### src/rtl/capture_sequencer_if.sv
// capture_sequencer_if
//   Bundles the host command/status signals and the capture-block handshake
//   of capture_sequencer.
//   master : host/capture-block side (drives start/stop/cfg and capture flags)
//   slave  : the sequencer (drives cap_arm/cap_abort/cap_post_count and status)
//   With CAPTURE_SEQUENCER_PRETRIG_EN defined, cfg_min_pre is added.
interface capture_sequencer_if #(
    parameter int saddr_w = 24,
    parameter int rep_w   = 8,
    parameter int tmo_w   = 32
);
    logic               start;
    logic               stop;
    logic [saddr_w-1:0] cfg_post_count;
    logic [rep_w-1:0]   cfg_repeat;
    logic [tmo_w-1:0]   cfg_timeout;
`ifdef CAPTURE_SEQUENCER_PRETRIG_EN
    logic [saddr_w-1:0] cfg_min_pre;
`endif
    logic               cap_armed;
    logic               cap_triggered;
    logic               cap_overrun;
    logic               fifo_wr_beat;
    logic               cap_arm;
    logic               cap_abort;
    logic [saddr_w-1:0] cap_post_count;
    logic               busy;
    logic               done;
    logic               error;
    logic [1:0]         err_code;
    logic [rep_w-1:0]   caps_done;
    logic               irq;

    modport master (
        output start, stop, cfg_post_count, cfg_repeat, cfg_timeout,
        output cap_armed, cap_triggered, cap_overrun, fifo_wr_beat,
`ifdef CAPTURE_SEQUENCER_PRETRIG_EN
        output cfg_min_pre,
`endif
        input  cap_arm, cap_abort, cap_post_count, busy, done, error,
        input  err_code, caps_done, irq
    );

    modport slave (
        input  start, stop, cfg_post_count, cfg_repeat, cfg_timeout,
        input  cap_armed, cap_triggered, cap_overrun, fifo_wr_beat,
`ifdef CAPTURE_SEQUENCER_PRETRIG_EN
        input  cfg_min_pre,
`endif
        output cap_arm, cap_abort, cap_post_count, busy, done, error,
        output err_code, caps_done, irq
    );
endinterface

### src/rtl/capture_sequencer.sv
// capture_sequencer
//   Control-domain sequencer for the trigger capture datapath. A host start
//   latches the configuration, then runs cfg_repeat captures back to back:
//   arm the capture block, wait for the trigger, count post-trigger FIFO
//   beats, repeat. Overrun, trigger timeout or host stop abort the session
//   with a sticky error and err_code; every session end raises a 1-cycle irq.
//   Ports: clk, reset (async, active-high), bus (capture_sequencer_if.slave).
//   Option: CAPTURE_SEQUENCER_PRETRIG_EN adds cfg_min_pre; a trigger seen
//   before that many WAIT_TRIG beats is premature and aborts (err_code 3).
module capture_sequencer #(
    parameter int saddr_w = 24,
    parameter int rep_w   = 8,
    parameter int tmo_w   = 32
) (
    input  logic                clk,
    input  logic                reset,
    capture_sequencer_if.slave  bus
);
    typedef enum logic [2:0] {IDLE, ARM, WAIT_ARMED, WAIT_TRIG, POST, NEXT, ABORT} state_t;

    state_t             state;
    logic               armed_s1, armed_sync;
    logic [saddr_w-1:0] post_q, post_rem;
    logic [rep_w-1:0]   rep_q, caps_done_q;
    logic [tmo_w-1:0]   tmo_q, tmo_cnt;
    logic [1:0]         ab_cnt;
    logic               cap_arm_q, cap_abort_q, busy_q, done_q, error_q, irq_q;
    logic [1:0]         err_code_q;
    logic               abort_req;
    logic [1:0]         abort_code;
`ifdef CAPTURE_SEQUENCER_PRETRIG_EN
    logic [saddr_w-1:0] min_pre_q, pre_cnt;
`endif

    // cap_armed comes from the sample clock domain
    always_ff @(posedge clk or posedge reset) begin
        if (reset) begin
            armed_s1   <= 1'b0;
            armed_sync <= 1'b0;
        end else begin
            armed_s1   <= bus.cap_armed;
            armed_sync <= armed_s1;
        end
    end

    // Abort causes, highest priority first: stop > overrun > timeout > premature trigger
    always_comb begin
        abort_req  = 1'b0;
        abort_code = 2'd0;
        if (state != IDLE && state != ABORT) begin
            if (bus.stop) begin
                abort_req  = 1'b1;
                abort_code = 2'd3;
            end else if (bus.cap_overrun && (state == WAIT_TRIG || state == POST)) begin
                abort_req  = 1'b1;
                abort_code = 2'd1;
            end else if (state == WAIT_TRIG && tmo_q != '0 && (tmo_cnt + tmo_w'(1)) == tmo_q) begin
                abort_req  = 1'b1;
                abort_code = 2'd2;
`ifdef CAPTURE_SEQUENCER_PRETRIG_EN
            end else if (state == WAIT_TRIG && bus.cap_triggered && pre_cnt < min_pre_q) begin
                abort_req  = 1'b1;
                abort_code = 2'd3;
`endif
            end
        end
    end

    always_ff @(posedge clk or posedge reset) begin
        if (reset) begin
            state       <= IDLE;
            post_q      <= '0;
            post_rem    <= '0;
            rep_q       <= '0;
            caps_done_q <= '0;
            tmo_q       <= '0;
            tmo_cnt     <= '0;
            ab_cnt      <= '0;
            cap_arm_q   <= 1'b0;
            cap_abort_q <= 1'b0;
            busy_q      <= 1'b0;
            done_q      <= 1'b0;
            error_q     <= 1'b0;
            irq_q       <= 1'b0;
            err_code_q  <= 2'd0;
`ifdef CAPTURE_SEQUENCER_PRETRIG_EN
            min_pre_q   <= '0;
            pre_cnt     <= '0;
`endif
        end else begin
            done_q <= 1'b0;
            irq_q  <= 1'b0;
            if (abort_req) begin
                // err_code is cleared on start and ABORT always ends the
                // session, so this is necessarily the first cause.
                state       <= ABORT;
                err_code_q  <= abort_code;
                cap_arm_q   <= 1'b0;
                cap_abort_q <= 1'b1;
                ab_cnt      <= '0;
            end else begin
                case (state)
                    IDLE: if (bus.start) begin
                        post_q      <= bus.cfg_post_count;
                        rep_q       <= (bus.cfg_repeat == '0) ? rep_w'(1) : bus.cfg_repeat;
                        tmo_q       <= bus.cfg_timeout;
`ifdef CAPTURE_SEQUENCER_PRETRIG_EN
                        min_pre_q   <= bus.cfg_min_pre;
`endif
                        error_q     <= 1'b0;
                        err_code_q  <= 2'd0;
                        caps_done_q <= '0;
                        busy_q      <= 1'b1;
                        cap_arm_q   <= 1'b1;
                        state       <= ARM;
                    end
                    ARM: if (armed_sync) begin
                        cap_arm_q <= 1'b0;
                        state     <= WAIT_ARMED;
                    end
                    // armed dropping or triggered rising means the block has
                    // moved on, including a trigger that fired while arming
                    WAIT_ARMED: if (!armed_sync || bus.cap_triggered) begin
                        tmo_cnt <= '0;
`ifdef CAPTURE_SEQUENCER_PRETRIG_EN
                        pre_cnt <= '0;
`endif
                        state   <= WAIT_TRIG;
                    end
                    WAIT_TRIG: begin
                        tmo_cnt <= tmo_cnt + tmo_w'(1);
`ifdef CAPTURE_SEQUENCER_PRETRIG_EN
                        if (bus.fifo_wr_beat && pre_cnt != '1)
                            pre_cnt <= pre_cnt + saddr_w'(1);
`endif
                        if (bus.cap_triggered) begin
                            post_rem <= post_q;
                            state    <= POST;
                        end
                    end
                    POST: begin
                        if (post_rem == '0 && !bus.cap_triggered)
                            state <= NEXT;
                        else if (bus.fifo_wr_beat && post_rem != '0)
                            post_rem <= post_rem - saddr_w'(1);
                    end
                    NEXT: begin
                        caps_done_q <= caps_done_q + rep_w'(1);
                        if ((caps_done_q + rep_w'(1)) == rep_q) begin
                            done_q <= 1'b1;
                            irq_q  <= 1'b1;
                            busy_q <= 1'b0;
                            state  <= IDLE;
                        end else begin
                            cap_arm_q <= 1'b1;
                            state     <= ARM;
                        end
                    end
                    ABORT: begin
                        // abort stays up at least 4 cycles and until the
                        // capture block has fully disarmed
                        if (ab_cnt == 2'd3 && !armed_sync && !bus.cap_triggered) begin
                            cap_abort_q <= 1'b0;
                            error_q     <= 1'b1;
                            irq_q       <= 1'b1;
                            busy_q      <= 1'b0;
                            state       <= IDLE;
                        end else if (ab_cnt != 2'd3) begin
                            ab_cnt <= ab_cnt + 2'd1;
                        end
                    end
                    default: state <= IDLE;
                endcase
            end
        end
    end

    assign bus.cap_arm        = cap_arm_q;
    assign bus.cap_abort      = cap_abort_q;
    assign bus.cap_post_count = post_q;
    assign bus.busy           = busy_q;
    assign bus.done           = done_q;
    assign bus.error          = error_q;
    assign bus.err_code       = err_code_q;
    assign bus.caps_done      = caps_done_q;
    assign bus.irq            = irq_q;
endmodule
### src/flat_wrapper.sv
// flat-port wrapper written by rule: the top's interface ports become plain ports
module capture_sequencer_flat 
#(
    parameter int saddr_w = 24,
    parameter int rep_w   = 8,
    parameter int tmo_w   = 32
)
  (clk, reset, bus_start, bus_stop, bus_cfg_post_count, bus_cfg_repeat, bus_cfg_timeout, bus_cap_armed, bus_cap_triggered, bus_cap_overrun, bus_fifo_wr_beat, bus_cap_arm, bus_cap_abort, bus_cap_post_count, bus_busy, bus_done, bus_error, bus_err_code, bus_caps_done, bus_irq);
  capture_sequencer_if #(.saddr_w(saddr_w), .rep_w(rep_w), .tmo_w(tmo_w)) bus_i ();
  input  logic clk;
  input  logic reset;
  input wire logic [$bits(bus_i.start)-1:0] bus_start;
  input wire logic [$bits(bus_i.stop)-1:0] bus_stop;
  input wire logic [$bits(bus_i.cfg_post_count)-1:0] bus_cfg_post_count;
  input wire logic [$bits(bus_i.cfg_repeat)-1:0] bus_cfg_repeat;
  input wire logic [$bits(bus_i.cfg_timeout)-1:0] bus_cfg_timeout;
  input wire logic [$bits(bus_i.cap_armed)-1:0] bus_cap_armed;
  input wire logic [$bits(bus_i.cap_triggered)-1:0] bus_cap_triggered;
  input wire logic [$bits(bus_i.cap_overrun)-1:0] bus_cap_overrun;
  input wire logic [$bits(bus_i.fifo_wr_beat)-1:0] bus_fifo_wr_beat;
  output wire logic [$bits(bus_i.cap_arm)-1:0] bus_cap_arm;
  output wire logic [$bits(bus_i.cap_abort)-1:0] bus_cap_abort;
  output wire logic [$bits(bus_i.cap_post_count)-1:0] bus_cap_post_count;
  output wire logic [$bits(bus_i.busy)-1:0] bus_busy;
  output wire logic [$bits(bus_i.done)-1:0] bus_done;
  output wire logic [$bits(bus_i.error)-1:0] bus_error;
  output wire logic [$bits(bus_i.err_code)-1:0] bus_err_code;
  output wire logic [$bits(bus_i.caps_done)-1:0] bus_caps_done;
  output wire logic [$bits(bus_i.irq)-1:0] bus_irq;
  assign bus_i.start = bus_start;
  assign bus_i.stop = bus_stop;
  assign bus_i.cfg_post_count = bus_cfg_post_count;
  assign bus_i.cfg_repeat = bus_cfg_repeat;
  assign bus_i.cfg_timeout = bus_cfg_timeout;
  assign bus_i.cap_armed = bus_cap_armed;
  assign bus_i.cap_triggered = bus_cap_triggered;
  assign bus_i.cap_overrun = bus_cap_overrun;
  assign bus_i.fifo_wr_beat = bus_fifo_wr_beat;
  assign bus_cap_arm = bus_i.cap_arm;
  assign bus_cap_abort = bus_i.cap_abort;
  assign bus_cap_post_count = bus_i.cap_post_count;
  assign bus_busy = bus_i.busy;
  assign bus_done = bus_i.done;
  assign bus_error = bus_i.error;
  assign bus_err_code = bus_i.err_code;
  assign bus_caps_done = bus_i.caps_done;
  assign bus_irq = bus_i.irq;
  capture_sequencer #(.saddr_w(saddr_w), .rep_w(rep_w), .tmo_w(tmo_w)) u_core (.clk(clk), .reset(reset), .bus(bus_i));
endmodule
### config.mk
export PLATFORM = sky130hd
export DESIGN_NAME = capture_sequencer_flat
export DESIGN_NICKNAME = d
export VERILOG_FILES = /design/src/rtl/capture_sequencer_if.sv /design/src/rtl/capture_sequencer.sv /design/src/flat_wrapper.sv
export SDC_FILE = /design/constraint.sdc
export NUM_CORES = 1
export LEC_CHECK = 0
export CAP_MARGIN = 20
export CORE_AREA = 3 3 149 108
export DETAILED_ROUTE_END_ITERATION = 12
export DIE_AREA = 0 0 152 111
export DONT_BUFFER_PORTS = 1
export PLACE_DENSITY = 0.75
export SYNTH_ARGS = -nofsm -noshare
export SYNTH_HDL_FRONTEND = slang
export SYNTH_SLANG_ARGS = --single-unit
export TNS_END_PERCENT = 20
### constraint.sdc
create_clock -name clk -period 4.47 [get_ports clk]
set_clock_uncertainty 0.15 [all_clocks]
set_input_delay 0.6705 -clock clk [delete_from_list [all_inputs] [get_ports clk]]
set_output_delay 0.6705 -clock clk [all_outputs]
set_load 0.1 [all_outputs]
# [Word level (Yosys, flattened, before mapping)]
# Index checks and enable logic that the tools add are counted.
[word_totals] reg_bits=143 input_bits=72 output_inout_bits=40 elab_cells=140
[classes] addsub=4 eq_ne=26 muxes=52 n_bitwise=1 n_reduce_logical=40
[op_table] operator="two-way mux 24 bit" n=3
[op_table] operator="case mux 32 bit (2 select lines)" n=1
[op_table] operator="case mux 24 bit (2 select lines)" n=1
[op_table] operator="adder 32 x 1 -> 32 bit, second input constant" n=1
[op_table] operator="equality test 32 bit" n=1
[op_table] operator="two-way mux 32 bit" n=1
[op_table] operator="nonzero test 32 bit" n=1
[op_table] operator="logical NOT 24 bit" n=1
[op_table] operator="nonzero test 24 bit" n=1
[op_table] operator="subtractor 24 x 1 -> 24 bit, second input constant" n=1
[op_table] operator="two-way mux 2 bit" n=11
[op_table] operator="two-way mux 3 bit" n=7
[op_table] operator="case mux 3 bit (7 select lines)" n=1
[op_table] operator="two-way mux 1 bit" n=20
[op_table] operator="nonzero test 2 bit" n=9
[op_table] operator="two-way mux 8 bit" n=2
[op_table] operator="case mux 8 bit (2 select lines)" n=1
[op_table] operator="!= test 3 x 2 -> 1 bit, second input constant" n=4
[op_table] operator="AND reduction 3 bit" n=4
[op_table] operator="!= test 2 bit, second input constant" n=5
[op_table] operator="AND reduction 5 bit" n=2
[op_table] operator="equality test 3 bit, second input constant" n=3
[op_table] operator="!= test 3 x 1 -> 1 bit, second input constant" n=3
[op_table] operator="adder 8 x 1 -> 8 bit, second input constant" n=1
[op_table] operator="20 further kinds" n=38

# [Logic depth before layout (Yosys ltp)]
# Gate-level depths: netlist (run 1).
[logic_depth] word_depth=9 depth_mapped=14 mapped_depth_nobuf=11

# [Least setup slack after synthesis (run 1)]
# No wires, ideal clock.
[synth_path] path_kind="register to register" from="reg u_core.tmo_cnt[0]" to="reg u_core.tmo_cnt[0]" setup_ns=0.157 arrival_time_ns=3.056 required_ns=4.163 path_slack_ns=1.107 stages_incl_launch_ff=15 n_path_buf=4 synth_period_minus_slack_ns=3.363 cell_sequence="dfrtp_1 ha_1 buf_6 and3_1 buf_6 nand3_2 xnor2_1 a2111oi_2 o2111ai_1 a2111o_1 or4_4 buf_6 nand3_4 buf_6 mux2i_1"
[synth_via] elab_chain_len=9 word_cells_on_any_way=10 classes_between="add/sub (1); eq/ne (1); mux (5); bitwise (1); reduce/logical (2)"
[synth_lines] element="from (decl)" line_no="capture_sequencer.sv:25" source="logic [tmo_w-1:0] tmo_q, tmo_cnt;"
[synth_lines] element="from (signal assigned)" line_no="capture_sequencer.sv:131" source="tmo_cnt <= tmo_cnt + tmo_w'(1);"
[synth_lines] element="adder 32 x 1 -> 32 bit (*)" line_no="capture_sequencer.sv:57, capture_sequencer.sv:131"
[synth_lines] element="equality test 32 bit" line_no="capture_sequencer.sv:57" source="end else if (state == WAIT_TRIG && tmo_q != '0 && (tmo_cnt + tmo_w'(1)) == tmo_q) begin"
[synth_lines] element="logical AND 1 bit" line_no="capture_sequencer.sv:57"
[synth_lines] element="two-way mux 1 bit" line_no="capture_sequencer.sv:57"
[synth_lines] element="two-way mux 1 bit" line_no="capture_sequencer.sv:54" source="end else if (bus.cap_overrun && (state == WAIT_TRIG || state == POST)) begin"
[synth_lines] element="two-way mux 1 bit" line_no="capture_sequencer.sv:51" source="if (bus.stop) begin"
[synth_lines] element="two-way mux 1 bit" line_no="capture_sequencer.sv:50" source="if (state != IDLE && state != ABORT) begin"
[synth_lines] element="NOT 1 bit (no source line)"
[synth_lines] element="AND reduction 3 bit (no source line)"
# Every way passes the cells marked *; elsewhere a longest branch is shown, timed or not.
# A chain may end at the register's enable or synchronous reset.

# [Worst setup path in the final report (run 1)]
[layout_path] from="reg u_core.post_rem[0]" to="reg u_core.post_rem[10]"
[layout_via] elab_chain_len=4 word_cells_on_any_way=11 classes_between="add/sub (1); eq/ne (2); mux (3); reduce/logical (5)"
[layout_lines] element="from (decl)" line_no="capture_sequencer.sv:23" source="logic [saddr_w-1:0] post_q, post_rem;"
[layout_lines] element="from (signal assigned)" line_no="capture_sequencer.sv:137" source="post_rem <= post_q;"
[layout_lines] element="from (signal assigned)" line_no="capture_sequencer.sv:145" source="post_rem <= post_rem - saddr_w'(1);"
[layout_lines] element="subtractor 24 x 1 -> 24 bit, or another cell as far along" line_no="capture_sequencer.sv:145"
[layout_lines] element="two-way mux 24 bit, or another cell as far along" line_no="capture_sequencer.sv:144" source="else if (bus.fifo_wr_beat && post_rem != '0)"
[layout_lines] element="two-way mux 24 bit or != test 2 bit (tied branches)"
[layout_lines] element="case mux 24 bit (2 select lines) or AND reduction 5 bit (tied branches)"
# Several ways; a longest one is shown, not always the timed one. The select of a mux whose other input is x is not followed.

==> qor.csv, run 1 <==
metric,value,unit
Max-slew headroom,0.271,
largest net degree at the start of global routing,70,
Syn. warnings,0,
Post-synth top flop,dfrtp_1,
PwrDens,687,nW/um2
routed wire length,23.7,mm
"slowest stage delay, CP",0.57,ns
GRT Util Overall,0.278,
CTS root buf,clkbuf_16,
vias in the first global route,7139,
FF-to-FF setup slack,0.31,ns
net count after synthesis,963,
status,completed,
initial antenna violation count,0,
leakage,3.84,nW
post-CTS setup buffers,0,
first-pass GRT wire length,38.3,mm
Cell variety after synth,69,
CP Max Fanout,20,
most frequent cells after synthesis,"143 x dfrtp_1, 62 x mux2_2, 59 x nand2_1, 57 x nor2_1, 49 x a21oi_1",
later-pin clock latency in the skew report,0.43,ns
n_diodes,0,
Clock Sinks,143,
top cell type's share of synthesized area,0.422,
Slowest cell on crit path,o21ai_1,
fraction of layout cells with a size suffix above 1,0.164,
fin cells,1080,
number of synthesized flops with an enable pin,0,
post-synthesis sequential area ratio,0.422,
Synth area leader,dfrtp_1,
Post-route DRC,0,
Pre-antenna DRT Iters,6,
Worst-Margin Slew,1.09,ns
Min Hold Slack,0.122,ns
Fill cells,1188,
CTS Buffer Depth,2,
minimum clock period,4.16,ns
Area growth syn-to-layout,10.6,%
post-DP HPWL,16.5,mm
mapped cell area,8470,um2
# placed instances,1047,
worst vdd ir,0.419,mV
DR WL/cell,21.9,um
"top cells by area, synth","dfrtp_1 42%, mux2_2 8.2%, xnor2_1 4.3%",
RD Place Congestion,1.01,
unrepaired setup endpoints after global routing,no,
CP endpoint kind,flip-flop,
io pins,112,
worst path cell trace,inv_1 > ha_1 > nor3b_1 > and2_1 > nand4_1 > nor4b_2 > nand2_1 > and3_1 > o21ai_1 > nor2_1 > buf_4 > a22o_1,
post-route antenna net violation count,0,
CP startpoint,u_core.post_rem[0]$_DFFE_PP0P_,
die area,16900,um2
Critical Path RT,4.64,ns
Util after Layout,0.640,
period utilization,0.931,
"Hold Vio Cnt, Final",0,
R2R depth,12,
core area,14600,um2
vias,7386,
Setup WS post-layout,0.310,ns
Port Buffer Count,0,
CP arrival,4.33,ns
Initial Util,0.579,
pre-CTS setup slack,0.303,ns
Iter 0 DRT Violations,1017,
RR Startpoint,u_core.post_rem[0]$_DFFE_PP0P_,
Seq cells post-synth,143,
syn avg cell area,9.55,um2
H-tree Lvls,4,
CTS buffer count,17,
maximum clock frequency,240,MHz
Vias/cell,6.84,
R2R Path End,u_core.post_rem[10]$_DFFE_PP0P_,
fin. max-slew vios,0,
die extent in y,111,um
crit path capture,u_core.post_rem[10]$_DFFE_PP0P_,
Max Cap Viol,0,
worst min path class,in2reg,
CTS tree,done,
FP Rows,37,
Crit Path Category,reg2reg,
fraction of registers with async set/reset,1.00,
Post-Synthesis Cells,887,
Final setup viols,0,
GRT overflow,0,
Die X,152,um
TNS Setup,0,ns
Worst-path clk slew,0.06,ns
Nets,948,
Worst Setup Start Kind,flip-flop,
most frequent cell after synthesis,dfrtp_1,
[critical path, delay by kind of cell, from the launching register on]
family	cells	cell delay [ns]
adders and majority gates	1	0.21
buffers and inverters	2	0.36
and+or+nand+nor	7	2.12
AOI/OAI and AO/OA	2	0.77
DFF	1	0.44
[metrics by stage]
stage | total power, mW | instance area (um2)
final | 6.43 | 9370
after global routing | 6.75 | 9370
after CTS | 6.42 | 9370
after detailed placement | 4.67 | 8650
after global placement | 4.60 | 8630
after floorplan | 4.17 | 8480
[how the worst min path moves through the flow]
stage	depth (start not counted)	end	slack (ns)	from
after floorplan	0	u_core.armed_sync$_DFF_PP0_	0.18	u_core.armed_s1$_DFF_PP0_
after detailed placement	0	u_core.armed_sync$_DFF_PP0_	0.18	u_core.armed_s1$_DFF_PP0_
after CTS	0	u_core.armed_s1$_DFF_PP0_	0.11	bus_cap_armed
after global placement	0	u_core.armed_sync$_DFF_PP0_	0.19	u_core.armed_s1$_DFF_PP0_
final	0	u_core.armed_s1$_DFF_PP0_	0.12	bus_cap_armed
after global routing	0	u_core.armed_s1$_DFF_PP0_	0.11	bus_cap_armed
[sequential cells by signal, summed over array words and instances, names as in the netlist]
signal / cells
u_core.bus.irq: 1
u_core.armed_s1: 1
u_core.bus.busy: 1
u_core.bus.caps_done: 8
u_core.bus.error: 1
u_core.rep_q: 8
u_core.bus.cap_arm: 1
u_core.bus.err_code: 2
u_core.post_rem: 24
u_core.tmo_q: 32
u_core.bus.cap_post_count: 24
u_core.ab_cnt: 2
u_core.armed_sync: 1
u_core.bus.done: 1
u_core.tmo_cnt: 32
u_core.bus.cap_abort: 1
u_core.state: 3
[where the power goes]
group	switching (mW)	internal, mW
Combinational	1.08	0.774
Clock	0.582	1.14
Sequential	1.22	1.64
Total	2.88	3.55
[what timing repair did]
| item | CTS | global route |
|---|---|---|
| setup endpoints to repair | 0 | 20 |
| hold endpoints to repair | 6 | 0 |
| gates resized for setup | 0 | 1 |
| hold buffers | 1 | 0 |
[logic make-up after synthesis]
logic type / after synthesis / synth area share
AOI/OAI and AO/OA: 233 / 0.187
DFF: 143 / 0.422
xor gates and xnor gates: 57 / 0.0589
and+or+nand+nor: 304 / 0.194
buffers and inverters: 79 / 0.0439
adders and majority gates: 4 / 0.00591
muxes: 67 / 0.0883
[cell type report]
cell class                      instances  area (um2)  share of cell area
Sequential cell                       143        3580               0.382
Clock buffer                           20         457              0.0488
Inverter                               17        67.6             0.00721
Tap cell                              195         244              0.0260
Multi-Input combinational cell        665        4530               0.483
Clock inverter                         12         254              0.0271
Timing Repair Buffer                   28         238              0.0254
[cells in the final DEF (no fill, tap or decap), types with 22 or more instances in the layout]
| cell | n |
|---|---|
| o31ai_1 | 46 |
| nand3_1 | 34 |
| xnor2_1 | 42 |
| o21ai_0 | 39 |
| mux2_2 | 62 |
| buf_4 | 25 |
| nand2_1 | 59 |
| dfrtp_1 | 143 |
| nor2_1 | 57 |
| a21oi_1 | 49 |
| nor4_1 | 22 |
| nor3_1 | 42 |
[metal layers]
layer / routed length [um] / vias to the layer above / global-route usage
met2: 10000 / 489 / 0.396
met4: 471 / 0 / 0.0760
met5: 0 / - / 0
met3: 2730 / 52 / 0.0847
met1: 10500 / 3561 / 0.413
li1: - / 3284 / -
Power figures use the tool's default switching activity.
==> inputs of run 2 (changes only) <==
--- a/config.mk
+++ b/config.mk
@@ -6,11 +6,10 @@
 export NUM_CORES = 1
 export LEC_CHECK = 0
 export CAP_MARGIN = 20
-export CORE_AREA = 3 3 149 108
+export CORE_AREA = 3 3 225 161
 export DETAILED_ROUTE_END_ITERATION = 12
-export DIE_AREA = 0 0 152 111
+export DIE_AREA = 0 0 228 164
 export DONT_BUFFER_PORTS = 1
-export PLACE_DENSITY = 0.75
 export SYNTH_ARGS = -nofsm -noshare
 export SYNTH_HDL_FRONTEND = slang
 export SYNTH_SLANG_ARGS = --single-unit
==> run 2 against run 1 <==
Net effect:
- die area increased by 120%
- combinational power about the same
- utilization decreased by 36 points
- worst hold slack got worse by 0.026 ns
- clock-buffer cell count increased by 2
- cell area increased by 2.7%
- critical path type unchanged
==> qor.csv, run 2 (synthesis results as in run 1) <==
metric,value,unit,change
Max-slew headroom,0.243,,was 0.271
die area,37400,um2,"was 16,900 um2"
Crit Path Category,reg2reg,,unchanged
FP Rows,57,,was 37
Worst Setup Start Kind,flip-flop,,unchanged
leakage,3.78,nW,was 3.84 nW
fin. max-slew vios,0,,unchanged
largest net degree at the start of global routing,144,,was 70
RD Place Congestion,0.941,,was 1.01
Critical Path RT,4.61,ns,was 4.64 ns
H-tree Lvls,4,,unchanged
Final setup viols,0,,unchanged
fraction of layout cells with a size suffix above 1,0.159,,was 0.164
post-DP HPWL,18.3,mm,was 16.5 mm
vias,7179,,"was 7,386"
Util after Layout,0.280,,was 0.640
"commonest non-fill, non-tap cell in the layout",dfrtp_1,,unchanged
Largest regs,"u_core.tmo_cnt (32), u_core.tmo_q (32)",,unchanged
cts hold-fix bufs,0,,was 1
maximum clock frequency,239,MHz,was 240 MHz
io pins,112,,unchanged
Post-route DRC,0,,unchanged
routed wire length,26.4,mm,was 23.7 mm
Nets,943,,was 948
"commonest non-fill, non-tap cells in the layout","143 x dfrtp_1, 62 x mux2_2, 59 x nand2_1",,unchanged
CTS root buf,clkbuf_16,,unchanged
die extent in y,164,um,was 111 um
Initial Util,0.246,,was 0.579
CTS Buffer Depth,2,,unchanged
core area,34400,um2,"was 14,600 um2"
GRT overflow,0,,unchanged
Clock Sinks,143,,unchanged
unrepaired setup endpoints after global routing,no,,unchanged
status,completed,,unchanged
"Hold Vio Cnt, Final",0,,unchanged
PwrDens,660,nW/um2,was 687 nW/um2
Port Buffer Count,0,,unchanged
Post-CTS Resized,0,,unchanged
later-pin clock latency in the skew report,0.45,ns,was 0.43 ns
vias in the first global route,6684,,"was 7,139"
minimum clock period,4.19,ns,was 4.16 ns
Iter 0 DRT Violations,603,,"was 1,017"
n_diodes,0,,unchanged
Die X,228,um,was 152 um
Fill cells,3680,,"was 1,188"
Vias/cell,5.31,,was 6.84
DR WL/cell,19.5,um,was 21.9 um
post-route antenna net violation count,0,,unchanged
CP arrival,4.33,ns,about the same
Max Cap Viol,0,,unchanged
Worst-path clk slew,0.07,ns,was 0.06 ns
initial antenna violation count,2,,was 0
period utilization,0.938,,was 0.931
CTS tree,done,,unchanged
CTS buffer count,17,,unchanged
GRT Util Overall,0.141,,was 0.278
worst min path class,in2async,,was in2reg
CP Max Fanout,15,,was 20
first-pass GRT wire length,41.2,mm,was 38.3 mm
CP endpoint kind,flip-flop,,unchanged
worst vdd ir,0.308,mV,was 0.419 mV
post-CTS setup buffers,0,,unchanged
Area growth syn-to-layout,13.5,%,was 10.6%
Worst-Margin Slew,1.13,ns,was 1.09 ns
Pre-antenna DRT Iters,5,,was 6
TNS Setup,0,ns,unchanged
==> run 2: changes by cell type in the layout (fill, tap and decap cells not counted), sizes merged <==
cell         previous run  this run
clkinvlp                1         4
inv                    18        16
clkinv                  3         2
buf                    27        23
clkbuf                 20        22
dlygate4sd3             1         0
bufinv                  7         5
==> run 2: power breakdown <==
group	internal (mW)	total (mW)	switching (mW)
registers	1.63	2.90	1.26
clock network	1.03	1.62	0.589
logic	0.774	1.83	1.05
==> run 2: critical path, cell delays in order, from the launching register on <==
cell and delay (ns):
dfrtp_1 0.45, ha_1 0.37, nand3_4 0.18, or3_1 0.53, nor2_1 0.22, nand4_1 0.29
xnor2_1 0.23, o2111ai_1 0.26, nor4_4 0.10, buf_4 0.24, a2111oi_0 0.80, o22ai_1 0.19
==> run 2: worst paths after layout <==
| check | slack (ns) | from | cells after the start | end |
|---|---|---|---|---|
| worst max-delay path | 0.28 | u_core.tmo_cnt[0]$_DFFE_PP0P_ | 11 | u_core.tmo_cnt[3]$_DFFE_PP0P_ |
| worst min-delay path | 0.1 | reset | 2 | u_core.bus.caps_done[4]$_DFFE_PP0P_ |
| worst max register to register | 0.28 | u_core.tmo_cnt[0]$_DFFE_PP0P_ | 11 | u_core.tmo_cnt[3]$_DFFE_PP0P_ |
| worst min register to register | 0.23 | u_core.armed_s1$_DFF_PP0_ | 0 | u_core.armed_sync$_DFF_PP0_ |
| max in group asynchronous | 3.29 | reset | 2 | u_core.bus.cap_post_count[11]$_DFFE_PP0P_ |
| min in group clk | 0.10 | bus_cap_armed | 0 | u_core.armed_s1$_DFF_PP0_ |
==> run 2: final cells by class <==
cell class	count	area, um2	share of cell area
well taps	472	591	0.0614
clock inverters	10	183	0.0190
flip-flops and latches	143	3580	0.372
clock buffers	22	474	0.0493
multi-input cells	665	4530	0.471
repair buffers	23	193	0.0200
inverters	17	67.6	0.00703
==> run 2: metal layers <==
layer / vias to the layer above / track usage / part of all wire
met5: - / 0 / 0.0010
met4: 4 / 0.0310 / 0.0098
met3: 33 / 0.0536 / 0.091
met2: 307 / 0.189 / 0.40
met1: 3545 / 0.211 / 0.50
li1: 3290 / - / -
==> run 2: metrics by stage <==
| step | area, um2 | setup WS, ns | instances | hold slack (ns) | power [mW] |
|---|---|---|---|---|---|
| finish | 9620 | 0.278 | 1352 | 0.0956 | 6.35 |
| global route | 9620 | 0.0980 | 1352 | 0.0754 | 6.71 |
| CTS | 9600 | 0.223 | 1351 | 0.0806 | 6.37 |
| detailed placement | 8940 | 0.257 | 1319 | 0.227 | 4.71 |
| global placement | 8940 | 0.272 | 1319 | 0.229 | 4.68 |
| floorplan | 8480 | 1.11 | 887 | 0.181 | 4.17 |
